File: config.mk
export PLATFORM = sky130hd
export DESIGN_NAME = bram1_frame_reader
export DESIGN_NICKNAME = d
export VERILOG_FILES = /design/src/rtl/bram1_frame_reader.sv
export SDC_FILE = /design/constraint.sdc
export NUM_CORES = 1
export LEC_CHECK = 0
export BUFFER_PORTS_ARGS = -buffer_cell sky130_fd_sc_hd__buf_4
export CORE_MARGIN = 2
export CORE_UTILIZATION = 40
export DETAILED_ROUTE_END_ITERATION = 10
export GPL_TIMING_DRIVEN = 1
export SLEW_MARGIN = 20
export SYNTH_ARGS = -nofsm -noshare
export SYNTH_HDL_FRONTEND = slang
export SYNTH_SLANG_ARGS = --single-unit
File: constraint.sdc
create_clock -name clk -period 5.73 [get_ports clk]
set_input_delay 1.4325 -clock clk [delete_from_list [all_inputs] [get_ports clk]]
set_output_delay 1.4325 -clock clk [all_outputs]
set_load 0.02 [all_outputs]
File: src/rtl/bram1_frame_reader.sv
// Row-major reader for a 1-bit frame buffer: drives BRAM port B and emits a valid/ready pixel stream with x/y/eol/last.
// Optional macro FRAME_READER_LOOP_EN streams frames back to back after a single start.
module bram1_frame_reader #(
  parameter int IM_WIDTH   = 320,
  parameter int IM_HEIGHT  = 240,
  parameter int ADDR_WIDTH = 17
) (
  input  logic                  clk,
  input  logic                  rst_n,
  input  logic                  start,
  output logic                  busy,
  output logic                  frame_done,
  output logic [ADDR_WIDTH-1:0] addrb,
  input  logic                  doutb,
  output logic                  out_data,
  output logic                  out_valid,
  input  logic                  out_ready,
  output logic [8:0]            out_x,
  output logic [7:0]            out_y,
  output logic                  out_eol,
  output logic                  out_last
);

  localparam logic [8:0] X_MAX = 9'(IM_WIDTH - 1);
  localparam logic [7:0] Y_MAX = 8'(IM_HEIGHT - 1);

  typedef enum logic [1:0] {S_IDLE, S_READ, S_DRAIN} state_t;

  typedef struct packed {
    logic       data;
    logic [8:0] x;
    logic [7:0] y;
    logic       eol;
    logic       last;
  } pix_t;

  state_t                r_state, w_state_nxt;
  logic [ADDR_WIDTH-1:0] r_addr;
  logic [8:0]            r_x;
  logic [7:0]            r_y;
  logic                  r_pend_vld;
  logic [8:0]            r_pend_x;
  logic [7:0]            r_pend_y;
  logic                  r_pend_eol;
  logic                  r_pend_last;
  pix_t                  r_fifo [2];
  logic                  r_wp, r_rp;
  logic [1:0]            r_cnt;
  logic                  r_frame_done;

  logic                  w_last_addr;
  logic                  w_issue;
  logic                  w_start_acc;
  logic                  w_busy;
  logic                  w_pop;
  logic [2:0]            w_occ;
  pix_t                  w_head;
  pix_t                  w_wr_ent;

  assign w_last_addr = (r_x == X_MAX) && (r_y == Y_MAX);
  assign w_head      = r_fifo[r_rp];
  assign w_pop       = (r_cnt != 2'd0) && out_ready;
  // Occupancy seen by the next read counts this cycle's pop, so 1 pixel/cycle is sustainable with 2 entries
  assign w_occ       = {1'b0, r_cnt} + {2'b0, r_pend_vld} - {2'b0, w_pop};
  assign w_wr_ent    = '{data: doutb, x: r_pend_x, y: r_pend_y, eol: r_pend_eol, last: r_pend_last};

  always_ff @(posedge clk or negedge rst_n) begin
    if (!rst_n) r_state <= S_IDLE;
    else        r_state <= w_state_nxt;
  end

  always_comb begin
    w_state_nxt = r_state;
    case (r_state)
      S_IDLE:  if (start) w_state_nxt = S_READ;
      S_READ: begin
`ifdef FRAME_READER_LOOP_EN
        w_state_nxt = S_READ;
`else
        if (w_issue && w_last_addr) w_state_nxt = S_DRAIN;
`endif
      end
      S_DRAIN: if (w_pop && w_head.last) w_state_nxt = S_IDLE;
      default: w_state_nxt = S_IDLE;
    endcase
  end

  always_comb begin
    w_busy      = (r_state != S_IDLE);
    w_start_acc = (r_state == S_IDLE) && start;
    w_issue     = (r_state == S_READ) && (w_occ < 3'd2);
  end

  always_ff @(posedge clk or negedge rst_n) begin
    if (!rst_n) begin
      r_addr <= '0;
      r_x    <= '0;
      r_y    <= '0;
    end else if (w_start_acc) begin
      r_addr <= '0;
      r_x    <= '0;
      r_y    <= '0;
    end else if (w_issue) begin
      if (!w_last_addr) begin
        r_addr <= r_addr + 1'b1;
        if (r_x == X_MAX) begin
          r_x <= '0;
          r_y <= r_y + 8'd1;
        end else begin
          r_x <= r_x + 9'd1;
        end
      end
`ifdef FRAME_READER_LOOP_EN
      else begin
        r_addr <= '0;
        r_x    <= '0;
        r_y    <= '0;
      end
`else
      else begin
        r_addr <= r_addr;
      end
`endif
    end
  end

  // Coordinates ride alongside the read through the BRAM latency cycle
  always_ff @(posedge clk or negedge rst_n) begin
    if (!rst_n) begin
      r_pend_vld  <= 1'b0;
      r_pend_x    <= '0;
      r_pend_y    <= '0;
      r_pend_eol  <= 1'b0;
      r_pend_last <= 1'b0;
    end else begin
      r_pend_vld <= w_issue;
      if (w_issue) begin
        r_pend_x    <= r_x;
        r_pend_y    <= r_y;
        r_pend_eol  <= (r_x == X_MAX);
        r_pend_last <= w_last_addr;
      end
    end
  end

  always_ff @(posedge clk or negedge rst_n) begin
    if (!rst_n) begin
      r_fifo[0]    <= '0;
      r_fifo[1]    <= '0;
      r_wp         <= 1'b0;
      r_rp         <= 1'b0;
      r_cnt        <= 2'd0;
      r_frame_done <= 1'b0;
    end else begin
      if (r_pend_vld) begin
        r_fifo[r_wp] <= w_wr_ent;
        r_wp         <= ~r_wp;
      end
      if (w_pop) r_rp <= ~r_rp;
      r_cnt        <= r_cnt + {1'b0, r_pend_vld} - {1'b0, w_pop};
      r_frame_done <= w_pop && w_head.last;
    end
  end

  assign busy       = w_busy;
  assign frame_done = r_frame_done;
  assign addrb      = r_addr;
  assign out_valid  = (r_cnt != 2'd0);
  assign out_data   = w_head.data;
  assign out_x      = w_head.x;
  assign out_y      = w_head.y;
  assign out_eol    = w_head.eol;
  assign out_last   = w_head.last;

endmodule
# After elaboration in Yosys (flattened, before gate mapping)
# Index checks and enable logic that the tools add are counted.
[word_totals]
register_bits = 101
input_bits = 5
output_inout_bits = 40
word_cells = 82
[op_classes]
n_addsub = 7
order_cmp = 4
eq_ne = 8
muxes = 21
bitwise_logic = 4
n_reduce_logical = 15
[op_table]
columns = ["cell", "count"]
rows = [
  ["$mux 20", 4],
  ["$mux 17", 3],
  ["$bwmux 40", 1],
  ["$mux 9", 4],
  ["$mux 8", 4],
  ["$demux 20 s1", 1],
  ["$add 17x1->17 const B", 1],
  ["$add 9x1->9 const B", 1],
  ["$eq 9x9->1 const B", 1],
  ["$add 8x1->8 const B", 1],
  ["$eq 8x8->1 const B", 1],
  ["$reduce_bool 2->1", 4],
  ["$logic_and 1x1->1", 7],
  ["$mux 2", 3],
  ["$ne 2x2->1 const B", 3],
  ["$pmux 2 s3", 1],
  ["$reduce_and 3->1", 2],
  ["$ge 2x2->1 const B", 2],
  ["$not 1->2", 2],
  ["$add 2x1->3", 1],
  ["$lt 3x2->1 const B", 1],
  ["$sub 3x1->3", 1],
  ["$add 2x1->2", 1],
  ["$eq 2x1->1 const B", 1],
  ["other kinds (7)", 8],
]

# Depth between registers and ports, before layout
# Gate-level depths: netlist of run 1.
[logic_depth]
depth_word = 8
ltp_mapped = 13
depth_no_buf = 12

# Worst setup path before layout of run 1
# No wires, ideal clock.
[synth_timing]
path_kind = "input -> register"
from = "input out_ready"
to = "register r_addr[13] (netlist: addrb[13])"
setup_time_ps = 78
arrival_time_ps = 3646
t_required_ps = 5652
slack_ps = 2006
cell_stages = 10
path_buffers = 1
path_cell_list = "and2_1 -> ha_1 -> inv_1 -> ha_1 -> fa_1 -> nor3b_2 -> nand4_1 -> buf_2 -> or4_1 -> a21oi_1"
[synth_via]
elab_chain_cells = 6
[synth_lines]
columns = ["item", "line", "text"]
rows = [
  ["from (decl)", "17", "input logic out_ready,"],
  ["$logic_and 1x1->1", "62", "assign w_pop = (r_cnt != 2'd0) && out_ready;"],
  ["$sub 3x1->3", "64", "assign w_occ = {1'b0, r_cnt} + {2'b0, r_pend_vld} - {2'b0, w_pop};"],
  ["named net w_occ[1]", "56", "logic [2:0] w_occ;"],
  ["$lt 3x2->1", "91", "w_issue = (r_state == S_READ) && (w_occ < 3'd2);"],
  ["$logic_and 1x1->1", "91", ""],
  ["$reduce_bool 2->1 (no line)", "n/a", ""],
  ["$reduce_and 2->1 (no line)", "n/a", ""],
  ["to (signal assigned)", "105", "r_addr <= r_addr + 1'b1;"],
  ["to (signal assigned)", "121", "r_addr <= r_addr;"],
  ["to (decl)", "38", "logic [ADDR_WIDTH-1:0] r_addr;"],
]
# The timed path passes the listed nets, and every way through them passes these cells.
# A chain may end at the register's enable or synchronous reset.

# Worst setup path in the final report of run 1
[layout_timing]
from = "input out_ready"
to = "register r_addr[15] (netlist: addrb[15])"
[layout_via]
elab_chain_cells = 6
[layout_lines]
columns = ["item", "line", "text"]
rows = [
  ["$logic_and 1x1->1", "62", ""],
  ["named net w_pop", "55", "logic w_pop;"],
  ["$sub 3x1->3", "64", ""],
  ["named net w_occ[1]", "56", ""],
  ["$lt 3x2->1", "91", ""],
  ["$logic_and 1x1->1", "91", ""],
  ["$reduce_bool 2->1 (no line)", "n/a", ""],
  ["$reduce_and 2->1 (no line)", "n/a", ""],
]
# The timed path passes the listed nets, and every way through them passes these cells.

==> results of run 1 <==
## power by group through the flow
stage          clock, mW  combinational, mW  sequential (mW)
2_1_floorplan          0              0.652            0.965
3_3_place_gp           0              0.860             1.01
3_5_place_dp           0              0.873             1.01
4_1_cts            0.601              0.879            0.998
5_1_grt            0.633              0.953             1.02
6_report           0.582              0.865            0.996
## worst max-delay path by stage
stage          startpoint  cells past startpoint         to  slack (ps)
2_1_floorplan   out_ready                     10  addrb[13]        2010
3_3_place_gp    out_ready                     10  addrb[15]        1570
3_5_place_dp    out_ready                     10  addrb[15]        1480
4_1_cts         out_ready                     10  addrb[15]        1850
5_1_grt         out_ready                     10  addrb[15]        1700
6_report        out_ready                     10  addrb[15]        1850
## kinds of logic (layout without fill, tap and decap cells)
group | Yosys count | in the layout | share of synthesized area [%]
xor gates and xnor gates | 3 | 3 | 0.5529
DFF | 101 | 101 | 53.17
and+or+nand+nor | 152 | 152 | 16.56
buffers and inverters | 37 | 75 | 3.343
adders and majority gates | 6 | 6 | 1.737
AOI/OAI and AO/OA | 62 | 62 | 8.950
muxes | 67 | 67 | 15.69
## metal layers
layer | GRT usage [%] | vias up | share of wire (%)
met2 | 25.79 | 58 | 49
met4 | 5.610 | 0 | 1.7
met5 | 0 | - | 0
met1 | 21.47 | 1682 | 46
met3 | 3.267 | 16 | 3.5
li1 | - | 1614 | -
## layout make-up
class	instances	share of cell area (%)
inverters	10	0.6871
clock inverters	6	1.008
well taps	143	3.275
multi-input cells	290	37.84
clock buffers	10	4.191
repair buffers	49	6.734
flip-flops and latches	101	46.27
## Yosys cell counts (2+ instances only)
| cell | number |
|---|---|
| and3_1 | 7 |
| nand4_1 | 5 |
| a41o_1 | 3 |
| nor4_1 | 3 |
| dfrtp_1 | 101 |
| o31ai_1 | 13 |
| or2_2 | 2 |
| and4_1 | 2 |
| nand4b_1 | 3 |
| or4_1 | 12 |
| mux2i_1 | 7 |
| and2_1 | 2 |
| inv_1 | 9 |
| buf_1 | 4 |
| a21oi_1 | 13 |
| xor2_1 | 3 |
| buf_2 | 6 |
| clkbuf_1 | 14 |
| nor3_1 | 2 |
| ha_1 | 5 |
| nand2b_1 | 4 |
| o311ai_0 | 3 |
| o21ai_0 | 8 |
| nor2_1 | 8 |
| a31oi_1 | 8 |
| mux2_2 | 60 |
| nand3_1 | 16 |
| or3_1 | 5 |
| nor3b_2 | 2 |
| o211ai_1 | 5 |
| nand2_1 | 74 |
| o41ai_1 | 2 |
## flip-flops by register name, summed over array words and instances (netlist names)
name and count:
addrb 17, frame_done 1, r_cnt 2, r_fifo 40
r_pend_eol 1, r_pend_last 1, r_pend_vld 1, r_pend_x 9
r_pend_y 8, r_rp 1, r_state 2, r_wp 1
r_x 9, r_y 8
## stage by stage
stage          instance area [um^2]  setup slack (ps)  hold slack, ps
6_report                       5463              1848           493.9
4_1_cts                        5463              1850           496.8
3_5_place_dp                   5179              1482           483.2
3_3_place_gp                   5179              1569           476.1
2_1_floorplan                  4753              2006           458.4
5_1_grt                        5463              1700           512.8
## worst max-delay path, delay by kind of cell
kind          cells  cell delay [ps]
simple gates      4             1470
buf+inv           2              150
fa+ha+maj         3              930
mux               1              130
==> impl_metrics.csv, run 1 <==
group,metric,value,unit
status,status,"finished with violations",
status,violations,"design-rule violations",
floorplan,core,0.01152,mm^2
routing,num_vias,3370,
synthesis,syn_area_per_cell,11.11,um^2
sta,drv_slew,0,
hold_path,hold_class,"reg -> reg",
global_routing,antenna_found_initial,0,
global_routing,grt_max_degree,55,
worst_setup_path,cp_data_required_time,5960,ps
worst_setup_path,r2r_end,"addrb[15]",
power,p_leak,2.642,nW
clocking,cts_tree,"yes",
floorplan,rows,39,
routing,drcViolationCount,5,
worst_setup_path,r2r_slack,2440,ps
worst_setup_path,max_stage_delay,630,ps
worst_setup_path,path_max_fanout,11,
worst_setup_path,end_kind,"flop",
worst_setup_path,crit_path_cell_trace,"buf_4 > and2_1 > ha_1 > inv_1 > ha_1 > fa_1 > nor3b_2 > nand4_1 > or4_1 > mux2i_1",
synthesis,synth_flop_cell,"dfrtp_1",
place,place_congestion,0.7846,
worst_setup_path,regToRegStartpoint,"r_cnt[1]",
synthesis,postSynthCellCount,428,
global_routing,gr-total-overflow,0,
synthesis,synth_top_area_share,53.17,%
synthesis,synth_edf_count,0,
power,power.internal,1.508,mW
worst_setup_path,worstRegToRegCells,11,
floorplan,die_x,113.0,um
clocking,cts-root-buf,"clkbuf_16",
hold_path,worstHoldStart,"r_wp",
routing,drt_iter0_markers,241,
global_routing,grt_usage,15.95,%
routing,ant_nets,0,
clocking,cts_setup_buffers,0,
finish,multi_input_area,0.002067,mm^2
finish,layout_common_cells,"101 x dfrtp_1, 74 x nand2_1, 60 x mux2_2, 49 x buf_4, 16 x nand3_1",
clocking,cts_sinks,101,
synthesis,ys_ff_latch,101,
power,max-vdd-ir-drop,0.1845,mV
hold_path,worst_hold_path.num_cells,1,
sta,post-route-period-util,67.75,%
worst_setup_path,cp.arrival,4110,ps
sta,tightest_slew,937.9,ps
place,dp_hpwl,6584,um
finish,final_layout_size_suffix_gt1_share,28.97,%
synthesis,netlist-cell-type-count,49,
power,p_per_area,447.1,mW/mm^2
routing,wl,9778,um
worst_setup_path,crit_type,"in -> reg",
job,max_cap_viol_count,0,
floorplan,start_util,41.28,%
power,power.net_switching,934.5,uW
synthesis,yosysTopAreaCell,"dfrtp_1",
sta,setup_tns,0,ps
synthesis,synthArstFlopShare,100.0,%
synthesis,synth_seq_area_share,53.17,%
finish,num-nets-final,472,
sta,rsz0062_at_grt,"false",
clocking,cts_buffer_depth,2,
sta,fin_crit,3882,ps
sta,fin_skew,9.134,ps
sta,setup_viol,0,
finish,layout-area-overhead-vs-synth,14.92,%
power,fin_total_pwr,2.442,mW
global_routing,grt_pass1_wl,16520,um
hold_path,hold_end,"r_wp",
power,clock_power_share,23.8,%
finish,fin_util,47.44,%
finish,antenna_cells,0,
sta,slew_headroom,37.48,%
worst_setup_path,cp-start-kind,"primary input",
global_routing,grt_pass1_vias,3321,
power,swShare,38.26,%
clocking,htree_levels,3,
sta,hold_violations,0,
clocking,numCtsBuffers,9,
finish,n_fill_cell,1088,
routing,viasPerCell,5.534,
sta,fmax,257.6,MHz
power,pwr-share-seq,40.8,%
floorplan,design.die.area,0.01277,mm^2
synthesis,ys_warn_count,0,
synthesis,synth_nets,439,
synthesis,netlist_area,0.004753,mm^2
floorplan,dieHeight,113.0,um
worst_setup_path,critPathSlowestCell,"or4_1",
synthesis,netlist_top_cells_area,"dfrtp_1 53%, mux2_2 14%, nand2_1 5.8%, o31ai_1 2.1%, or4_1 1.9%",
worst_setup_path,crit_top_cell,"ha_1",
clocking,cts_hold_buffers,0,
place,portBuffers,44,
routing,drt_first_pass_iters,7,
floorplan,io_pins,45,
power,combPwrFrac,35.4,%
clocking,clock_latency,350,ps
clocking,path_clk_slew,70,ps
finish,finalNonFillerCells,609,
place,dp_cells,593,
routing,wl_per_cell,16.06,um
clocking,cts_resized,0,
finish,regArea,0.002527,mm^2
finish,final_common_cell,"dfrtp_1",
Note: power is estimated with default switching activity, not from simulation.
==> inputs of run 2 (changes only) <==
==> constraint.sdc (replaced) <==
create_clock -name clk -period 3.48 [get_ports clk]
set_input_delay 0.87 -clock clk [delete_from_list [all_inputs] [get_ports clk]]
set_output_delay 0.87 -clock clk [all_outputs]
set_load 0.02 [all_outputs]
==> impl_metrics.csv, run 2 (synthesis results as in run 1) <==
group,metric,value,unit
global_routing,grt_max_degree,59,
finish,num-nets-final,483,
status,status,"finished with violations",
sta,hold_violations,0,
floorplan,core,0.01152,mm^2
job,max_cap_viol_count,0,
sta,fin_ws,379.7,ps
floorplan,start_util,41.28,%
clocking,cts_setup_buffers,0,
place,post-place-ws,14.76,ps
worst_setup_path,worstRegToRegCells,12,
worst_setup_path,cp-start-kind,"primary input",
finish,n_fill_cell,1054,
sta,drv_slew,0,
sta,setup_tns,0,ps
finish,final_layout_size_suffix_gt1_share,30.61,%
finish,largest_reg_flops,40,
worst_setup_path,cp.arrival,3370,ps
global_routing,grt_pass1_wl,17290,um
power,p_leak,2.714,nW
finish,layout-area-overhead-vs-synth,17.56,%
worst_setup_path,end_kind,"flop",
routing,ant_nets,0,
worst_setup_path,cp_top_family,"simple AND/OR/NAND/NOR gates",
sta,slew_headroom,38.27,%
hold_path,hold_class,"reg -> reg",
routing,viasPerCell,5.495,
routing,drcViolationCount,5,
worst_setup_path,critPathBufInv,3,
worst_setup_path,critPathSlowestCell,"or4_1",
sta,post-route-period-util,89.09,%
sta,rsz0062_at_grt,"false",
worst_setup_path,cp_data_required_time,3750,ps
worst_setup_path,path_max_fanout,6,
place,place_congestion,0.8084,
clocking,cts_hold_buffers,0,
clocking,htree_levels,3,
floorplan,design.die.area,0.01277,mm^2
sta,fin_crit,3100,ps
worst_setup_path,path_depth,11,
sta,fmax,322.6,MHz
finish,antenna_cells,0,
clocking,path_clk_slew,70,ps
floorplan,dieHeight,113.0,um
worst_setup_path,crit_path_cell_trace,"buf_4 > and2_1 > ha_1 > inv_1 > ha_1 > fa_1 > nor3b_2 > buf_4 > o211ai_1 > or4_1 > a21oi_1",
floorplan,die_x,113.0,um
routing,drt_iter0_markers,175,
routing,drt_first_pass_iters,7,
clocking,clock_latency,350,ps
sta,setup_viol,0,
hold_path,worst_hold_path.num_cells,1,
sta,fin_skew,6.753,ps
worst_setup_path,max_stage_delay,520,ps
clocking,numCtsBuffers,9,
power,p_per_area,766.2,mW/mm^2
clocking,cts-root-buf,"clkbuf_16",
floorplan,rows,39,
place,portBuffers,44,
clocking,cts_tree,"yes",
clocking,cts_resized,0,
place,dp_hpwl,6619,um
status,violations,"design-rule violations",
clocking,cts_sinks,101,
clocking,cts_buffer_depth,2,
routing,wl,9874,um
sta,tightest_slew,923.7,ps
finish,layout_common_cells,"101 x dfrtp_1, 74 x nand2_1, 60 x mux2_2, 57 x buf_4, 16 x nand3_1",
floorplan,io_pins,45,
global_routing,antenna_found_initial,0,
finish,largest_register,"r_fifo",
global_routing,grt_usage,16.86,%
power,max-vdd-ir-drop,0.3395,mV
worst_setup_path,crit_type,"in -> reg",
finish,final_common_cell,"dfrtp_1",
global_routing,grt_pass1_vias,3424,
routing,wl_per_cell,15.93,um
routing,num_vias,3407,
global_routing,gr-total-overflow,0,
## run 2: cell count changes in the layout (fill, tap and decap cells not counted)
cell | before | now
buf_4 | 49 | 57
clkinv_2 | 0 | 2
inv_8 | 1 | 0
inv_6 | 2 | 0
clkbuf_8 | 0 | 3
buf_12 | 0 | 3
clkinv_4 | 3 | 1
## run 2: power by group
| group | leakage, nW | switching (mW) | internal (mW) |
|---|---|---|---|
| clock network | 0.146 | 0.430 | 0.543 |
| logic | 1.23 | 0.946 | 0.769 |
| registers | 1.34 | 0.181 | 1.41 |
| total | 2.71 | 1.56 | 2.72 |
## run 2: area by class of cell
class	count	area [um^2]	share of cell area (%)
multi-input combinational	290	2067	36.99
clock buffer	13	270.3	4.837
clock inverter	3	18.77	0.3359
sequential	101	2527	45.23
timing repair buffer	60	488.0	8.733
inverter	10	37.54	0.6717
tap	143	178.9	3.202
## run 2: path summary, 6_finish.rpt
check	from	endpoint	slack, ps
hold reg to reg	r_rp	r_rp	480
setup / recovery	out_ready	r_y[3]	380
min in group asynchronous	rst_n	r_fifo[38]	530
setup reg to reg	r_cnt[1]	r_y[3]	400
max in group asynchronous	rst_n	r_fifo[3]	2250
hold / removal	r_rp	r_rp	480
## run 2: layer usage
metal | global-route usage [%] | up-vias | part of all wire (%)
li1 | - | 1635 | -
met1 | 23.21 | 1708 | 48
met2 | 26.43 | 53 | 48
met3 | 3.214 | 11 | 3.2
met4 | 6.748 | 0 | 1.6
met5 | 0 | - | 0
## run 2: worst register-to-register path, cell delays in order, from the launching register on
cell      delay, ps
dfrtp_1         390
inv_1           100
nand2_1          90
and2_1          190
ha_1            270
inv_1            40
ha_1            180
fa_1            480
nor3b_2         260
buf_4           160
o211ai_1        170
or4_1           520
a21oi_1         170
## run 2: metrics by stage
step	utilization, %	instance area, um^2	std cells	power, mW	hold WS [ps]
after global routing	48.52	5588	620	4.599	507.0
after global placement	46.01	5299	604	3.311	463.5
after detailed placement	46.01	5299	604	3.353	468.9
final	48.52	5588	620	4.281	476.2
after CTS	48.52	5588	620	4.336	481.1
after floorplan	-	4753	428	2.662	458.4
